$ cat src/rtl/lcd_bus_responder.sv
// HD44780-style responder for the 8-bit character-LCD bus.
// Holds the 80-byte DDRAM, address counter and flags, and emulates busy.
module lcd_bus_responder #(
    parameter int BUSY_CMD = 4,
    parameter int BUSY_CLR = 160
) (
    input  logic       i_clk,
    input  logic       i_rst,
    input  logic       i_EN,
    input  logic       i_RS,
    input  logic       i_RW,
    input  logic [7:0] i_DATA,
    output logic [7:0] o_DATA,
    output logic       o_DATA_OE,
    input  logic [6:0] i_rd_addr,
    output logic [7:0] o_rd_char,
    output logic [6:0] o_ac,
    output logic       o_busy,
    output logic       o_disp_on,
    output logic       o_cursor_on,
    output logic       o_blink_on,
    output logic       o_err
);

    localparam int CLR_N = (BUSY_CLR > 80) ? BUSY_CLR : 80;
    localparam int MAXN  = (CLR_N > BUSY_CMD) ? CLR_N : BUSY_CMD;
    localparam int CW    = $clog2(MAXN + 1);

    localparam logic [CW-1:0] CMD_LD  = CW'(BUSY_CMD - 1);
    localparam logic [CW-1:0] HOME_LD = CW'(BUSY_CLR - 1);
    localparam logic [CW-1:0] CLR_LD  = CW'(CLR_N - 1);
    localparam logic [6:0]    LAST    = 7'd79;

    typedef enum logic [1:0] {
        INIT_FILL,
        IDLE,
        BUSY,
        CLR_FILL
    } state_t;

    state_t        state, state_n;
    logic [CW-1:0] cnt, cnt_n;
    logic [6:0]    fill, fill_n;
    logic [6:0]    ac, ac_n;
    logic          id, id_n;
    logic          dd, dd_n;
    logic          dsp, dsp_n;
    logic          cur, cur_n;
    logic          blk, blk_n;
    logic          err_n;
    logic          en_q, rs_q, oe;
    logic [7:0]    mem [0:79];
    logic          mem_we;
    logic [6:0]    mem_wa;
    logic [7:0]    mem_wd;
    logic          fall, busy;
    logic          cmd_wr, dat_wr, dat_rd, viol;

    function automatic logic [6:0] idx_of(input logic [6:0] a);
        return a[6] ? 7'd40 + {1'b0, a[5:0]} : {1'b0, a[5:0]};
    endfunction

    function automatic logic ac_valid(input logic [6:0] a);
        return a[5:0] < 6'd40;
    endfunction

    function automatic logic [6:0] ac_step(input logic [6:0] a,
                                           input logic up);
        logic [6:0] r;
        if (up)
            r = (a == 7'h27) ? 7'h40 : (a == 7'h67) ? 7'h00 : a + 7'd1;
        else
            r = (a == 7'h00) ? 7'h67 : (a == 7'h40) ? 7'h27 : a - 7'd1;
        return r;
    endfunction

    assign fall   = ~i_EN & en_q;
    assign busy   = (state != IDLE);
    assign cmd_wr = fall & ~i_RS & ~i_RW;
    assign dat_wr = fall & i_RS & ~i_RW;
    assign dat_rd = fall & i_RS & i_RW;
    assign viol   = (cmd_wr | dat_wr | dat_rd) & busy;

    // Next state: fill/busy sequencing, then decode of a committed transfer
    always_comb begin
        state_n = state;
        cnt_n   = cnt;
        fill_n  = fill;
        ac_n    = ac;
        id_n    = id;
        dd_n    = dd;
        dsp_n   = dsp;
        cur_n   = cur;
        blk_n   = blk;
        err_n   = 1'b0;
        mem_we  = 1'b0;
        mem_wa  = fill;
        mem_wd  = 8'h20;
        case (state)
            INIT_FILL: begin
                mem_we = 1'b1;
                if (fill == LAST) begin
                    fill_n  = '0;
                    state_n = IDLE;
                end else begin
                    fill_n = fill + 7'd1;
                end
            end
            CLR_FILL: begin
                mem_we = 1'b1;
                if (cnt != '0)
                    cnt_n = cnt - 1'b1;
                if (fill == LAST) begin
                    fill_n  = '0;
                    state_n = (cnt == '0) ? IDLE : BUSY;
                end else begin
                    fill_n = fill + 7'd1;
                end
            end
            BUSY: begin
                if (cnt == '0)
                    state_n = IDLE;
                else
                    cnt_n = cnt - 1'b1;
            end
            default: begin
            end
        endcase
        if (viol) begin
            err_n = 1'b1;
        end else if (cmd_wr) begin
            state_n = BUSY;
            cnt_n   = CMD_LD;
            unique case (1'b1)
                (i_DATA == 8'h01): begin
                    state_n = CLR_FILL;
                    fill_n  = '0;
                    cnt_n   = CLR_LD;
                    ac_n    = '0;
                    id_n    = 1'b1;
                    dd_n    = 1'b1;
                end
                (i_DATA[7:1] == 7'h01): begin
                    cnt_n = HOME_LD;
                    ac_n  = '0;
                    dd_n  = 1'b1;
                end
                (i_DATA[7:2] == 6'h01): begin
                    id_n = i_DATA[1];
                end
                (i_DATA[7:3] == 5'h01): begin
                    dsp_n = i_DATA[2];
                    cur_n = i_DATA[1];
                    blk_n = i_DATA[0];
                end
                (i_DATA[7:4] == 4'h1): begin
                    if (!i_DATA[3])
                        ac_n = ac_step(ac, i_DATA[2]);
                end
                (i_DATA[7:5] == 3'h1): begin
                end
                (i_DATA[7:6] == 2'h1): begin
                    dd_n = 1'b0;
                end
                i_DATA[7]: begin
                    if (ac_valid(i_DATA[6:0])) begin
                        ac_n = i_DATA[6:0];
                        dd_n = 1'b1;
                    end else begin
                        err_n   = 1'b1;
                        state_n = state;
                        cnt_n   = cnt;
                    end
                end
                default: begin
                end
            endcase
        end else if (dat_wr | dat_rd) begin
            state_n = BUSY;
            cnt_n   = CMD_LD;
            if (dd) begin
                ac_n = ac_step(ac, id);
                if (dat_wr) begin
                    mem_we = 1'b1;
                    mem_wa = idx_of(ac);
                    mem_wd = i_DATA;
                end
            end
        end
    end

    // FSM state, busy counter and fill pointer
    always_ff @(posedge i_clk) begin
        if (i_rst) begin
            state <= INIT_FILL;
            cnt   <= '0;
            fill  <= '0;
        end else begin
            state <= state_n;
            cnt   <= cnt_n;
            fill  <= fill_n;
        end
    end

    // Address counter, flags, error pulse and bus edge/drive tracking
    always_ff @(posedge i_clk) begin
        if (i_rst) begin
            ac   <= '0;
            id   <= 1'b1;
            dd   <= 1'b1;
            dsp  <= 1'b0;
            cur  <= 1'b0;
            blk  <= 1'b0;
            o_err <= 1'b0;
            en_q <= 1'b0;
            rs_q <= 1'b0;
            oe   <= 1'b0;
        end else begin
            ac   <= ac_n;
            id   <= id_n;
            dd   <= dd_n;
            dsp  <= dsp_n;
            cur  <= cur_n;
            blk  <= blk_n;
            o_err <= err_n;
            en_q <= i_EN;
            rs_q <= i_RS;
            oe   <= i_EN & i_RW;
        end
    end

    // DDRAM write port, shared by fills and data writes
    always_ff @(posedge i_clk) begin
        if (mem_we)
            mem[mem_wa] <= mem_wd;
    end

    // Checker read port, one cycle latency
    always_ff @(posedge i_clk) begin
        if (i_rst)
            o_rd_char <= 8'h00;
        else if (ac_valid(i_rd_addr))
            o_rd_char <= mem[idx_of(i_rd_addr)];
        else
            o_rd_char <= 8'h00;
    end

    assign o_DATA_OE   = oe;
    assign o_DATA      = !oe ? 8'h00 :
                         rs_q ? mem[idx_of(ac)] : {busy, ac};
    assign o_ac        = ac;
    assign o_busy      = busy;
    assign o_disp_on   = dsp;
    assign o_cursor_on = cur;
    assign o_blink_on  = blk;

endmodule

$ cat config.mk
export PLATFORM = sky130hd
export DESIGN_NAME = lcd_bus_responder
export DESIGN_NICKNAME = d
export VERILOG_FILES = /design/src/rtl/lcd_bus_responder.sv
export SDC_FILE = /design/constraint.sdc
export NUM_CORES = 1
export LEC_CHECK = 0
export ABC_CLOCK_PERIOD_IN_PS = 3800
export CAP_MARGIN = 20
export CORE_MARGIN = 8
export CORE_UTILIZATION = 55
export CTS_CLUSTER_DIAMETER = 40
export DETAILED_ROUTE_END_ITERATION = 8
export GPL_ROUTABILITY_DRIVEN = 0
export PLACE_DENSITY = 0.78
export SYNTH_ARGS = -nofsm -noshare
export SYNTH_HDL_FRONTEND = slang
export SYNTH_SLANG_ARGS = --single-unit
$ cat constraint.sdc
create_clock -name i_clk -period 3.8 [get_ports i_clk]
set_clock_uncertainty 0.05 [all_clocks]
set_input_delay 0.38 -clock i_clk [delete_from_list [all_inputs] [get_ports i_clk]]
set_output_delay 0.38 -clock i_clk [all_outputs]
set_load 0.03 [all_outputs]
==> results.rst <==
.. list-table::
   :header-rows: 1

   * - Metric
     - Value
   * - Largest area contributor in the synthesized netlist
     - sky130_fd_sc_hd__edfxtp_1
   * - CTS tree
     - yes
   * - Number of filler cells placed in the layout
     - 3933
   * - EDFF count, synth
     - 640
   * - Critical path's most frequent cell
     - sky130_fd_sc_hd__buf_4
   * - Combined global-route utilization of all metal layers
     - 0.297
   * - Ratio of cells with drive above 1 in the final layout
     - 0.330
   * - Element type at the critical path end
     - primary output
   * - Cell Area, Synth
     - 33300 um2
   * - Maximum clock insertion buffer count
     - 3
   * - Hold violation count in the final report
     - 0
   * - Highest net fanout along the worst path
     - 8
   * - Worst Setup Start Kind
     - flip-flop
   * - Total net switching power
     - 0.00386 W
   * - Via count of the first global-routing pass
     - 21800
   * - Violated checks
     - setup timing
   * - CP Data Arrival Time
     - 3.38 ns
   * - Clock slew seen by the registers of the worst setup and hold paths
     - 0.06 ns
   * - Num rows
     - 90
   * - Int Pwr
     - 0.0131 W
   * - Final count of pins violating max slew
     - 0
   * - Fraction of post-synthesis cell area in the top cell type by area
     - 0.578
   * - Top achievable clock speed
     - 263 MHz
   * - Initial detailed-routing violation count
     - 4084
   * - Switch share
     - 0.228
   * - Final-stage net count
     - 2228
   * - Detailed-router iteration count before antenna repair
     - 7
   * - Largest cells by area after synthesis
     - sky130_fd_sc_hd__edfxtp_1 (58%), sky130_fd_sc_hd__mux4_2 (20%), sky130_fd_sc_hd__mux2i_1 (4.2%), sky130_fd_sc_hd__dfxtp_1 (2.5%), sky130_fd_sc_hd__nor2_1 (1.5%)
   * - Final setup vio count
     - 1
   * - Full die area
     - 68600 um2
   * - Hold Buf Count CTS
     - 0
   * - Syn Inst Count
     - 1977
   * - Flip-flop and latch count after synthesis
     - 681
   * - Power, Total
     - 0.0169 W
   * - Horizontal die dimension
     - 262 um
   * - Number of synthesis warnings
     - 0
   * - Share of synthesized area occupied by flip-flops and latches
     - 0.602
   * - Hold_sp
     - i_rst
   * - Leading register cell type out of synthesis
     - sky130_fd_sc_hd__edfxtp_1
   * - Source of the worst register-to-register timing path
     - state[1]$_SDFFE_PP0P_
   * - Area Growth Syn to Fin
     - 17.0%
   * - Power density over cell area
     - 435 nW/um2
   * - Post-synth cell types
     - 81
   * - Cts bufs inserted
     - 86
   * - Antenna-violating nets left
     - 0
   * - Number of design rule violations left after detail routing
     - 0
   * - Total core area
     - 60100 um2
   * - Clock network power share
     - 0.476
   * - Clock root buffer
     - sky130_fd_sc_hd__clkbuf_16
   * - Post-synthesis area per instance
     - 16.8 um2
   * - Via density per instance
     - 7.26
   * - Total routed wirelength
     - 103000 um
   * - Total I/O pin count
     - 49
   * - Relative contribution of combinational cells to total power
     - 0.043
   * - Slowest cell on the critical path
     - sky130_fd_sc_hd__a222oi_1
   * - Commonest non-fill, non-tap cell in the layout
     - sky130_fd_sc_hd__edfxtp_1
   * - Slew Limit Headroom
     - 0.310
   * - Vias after detailed routing
     - 22100
   * - Max-capacitance violation count
     - 0
   * - Global-route wire length before repair
     - 148000 um
   * - Height of the die
     - 262 um
   * - Post-layout min period
     - 3.81 ns
   * - PortBufs
     - 48
   * - Portion of total power attributed to sequential cells
     - 0.481
   * - Hold crit path type
     - in -> reg
   * - Slew at the pin with the worst max-slew slack
     - 1.04 ns
   * - Final worst setup slack
     - -0.00633 ns
   * - Clock insertion delay at the later pin of the skew report
     - 0.64 ns
   * - Async set-reset flop share out of synthesis
     - 0
   * - Total gr overflow
     - 0
   * - Post-placement worst setup slack
     - 0.284 ns
   * - Average wire per cell in the routed design
     - 33.8 um
   * - Source of the critical timing path
     - o_ac[3]$_SDFFE_PP0P_
   * - Total nets after synthesis
     - 2010
   * - Largest net degree at the start of global routing
     - 81
   * - Data required time of the worst path
     - 3.37 ns
   * - Initial antenna violation count
     - 1
   * - Number of sinks on the clock net
     - 681
   * - Status
     - finished with violations
   * - Final HPWL from detailed placement
     - 67100 um
   * - Category of the most critical setup path
     - reg -> out
   * - IR drop worst, VDD
     - 342 uV
   * - Worst path max stage delay
     - 0.60 ns
   * - Leakage power total
     - 11.3 nW
   * - Cells along the critical path
     - inv_1 > ha_1 > or3b_2 > o31ai_1 > buf_4 > a222oi_1 > nand2_1 > o211ai_1 > a22o_1 > buf_4
   * - Final cycle utilization of the critical path
     - 1.00
   * - Starting density of the core
     - 0.553
   * - Leading cell types in the layout, fill and taps excluded
     - sky130_fd_sc_hd__edfxtp_1 (640), sky130_fd_sc_hd__mux4_2 (298), sky130_fd_sc_hd__buf_4 (203)
   * - Number of H-tree levels
     - 3
registers in the layout, summed over array words and instances (netlist names), 2 cells and up:
register and cells:
mem 640, o_rd_char 8, cnt 8, state 2, fill 7, o_ac 7
Yosys cell counts, drive strengths merged, types with 13 or more instances:
cell type and number:
o211ai 13, and2 14, mux2 23, nor3 45, o21ai 43, nand2 103, a31oi 23, ha 13
nand3 30, a22oi 23, buf 91, clkbuf 50, mux4 298, mux2i 139, a21oi 43, inv 17
a2111oi 14, nor2 130, edfxtp 640, nor3b 27, dfxtp 41
area by class of cell:
| cell class | count | area (um2) | share of cell area |
|---|---|---|---|
| inverters | 18 | 70.1 | 0.00180 |
| diodes | 1 | 2.50 | 0.0000643 |
| clock buffers | 96 | 2250 | 0.0579 |
| well taps | 782 | 978 | 0.0251 |
| flip-flops and latches | 681 | 20100 | 0.515 |
| clock inverters | 63 | 599 | 0.0154 |
| multi-input cells | 1137 | 12500 | 0.320 |
| repair buffers | 271 | 2520 | 0.0647 |
critical path, delay by kind of cell, from the launching register on:
kind                     cells  cell delay [ns]
AO/OA/AOI/OAI                4             1.16
buffers and inverters        3             0.50
adder cells (fa/ha/maj)      1             0.39
AND/OR/NAND/NOR              2             0.35
flip-flops                   1             0.33
power by group through the flow:
stage | Combinational, W | Sequential, W | Clock [W]
2_1_floorplan | 0.000421 | 0.00830 | 0
3_3_place_gp | 0.000688 | 0.00830 | 0
3_5_place_dp | 0.000697 | 0.00830 | 0
4_1_cts | 0.000704 | 0.00815 | 0.00811
5_1_grt | 0.000747 | 0.00815 | 0.00840
6_report | 0.000731 | 0.00815 | 0.00806
layer usage:
layer,vias to the layer above,track usage,part of all wire
met5,-,0,0.00012
met4,2,0.165,0.062
met3,379,0.0827,0.14
met2,2053,0.459,0.46
met1,11100,0.381,0.33
li1,8655,-,-
stage by stage:
| step | util | TNS (ns) | instances | cell area [um2] | hold slack [ns] |
|---|---|---|---|---|---|
| 4_1_cts | 0.643 | 0 | 3030 | 38700 | 0.321 |
| 6_report | 0.647 | -0.00633 | 3049 | 38900 | 0.347 |
| 5_1_grt | 0.647 | -0.0323 | 3048 | 38900 | 0.341 |
| 3_3_place_gp | 0.593 | 0 | 2863 | 35600 | 0.416 |
| 2_1_floorplan | - | 0 | 1977 | 33300 | 0.396 |
| 3_5_place_dp | 0.593 | 0 | 2863 | 35600 | 0.433 |
worst paths after layout:
path,endpoint,slack (ns),depth (start not counted)
max,o_DATA[5],-0.006,10
min,rs_q$_SDFF_PP0_,0.35,2
max reg2reg,mem[48][0]$_DFFE_PP_,0.50,12
min reg2reg,o_disp_on$_SDFFE_PP0P_,0.45,2
logic make-up (layout without fill, tap and decap cells):
group,count (synthesis),in the layout,synth area share
buf+inv,159,448,0.0269
fa+ha+maj,13,13,0.00489
mux,460,460,0.251
xor+xnor,18,18,0.00519
compound gates,232,232,0.0489
flops,681,681,0.602
other cells,0,1,0
simple gates,414,414,0.0605
timing repair:
item                                    4_1_cts  5_1_grt
endpoints found under the setup margin        8        7
gates cloned                                  1        3
resized for setup                            10       11
pin swaps                                     1        5
buffers inserted                              7       15
(Power assumes the default switching activity.)
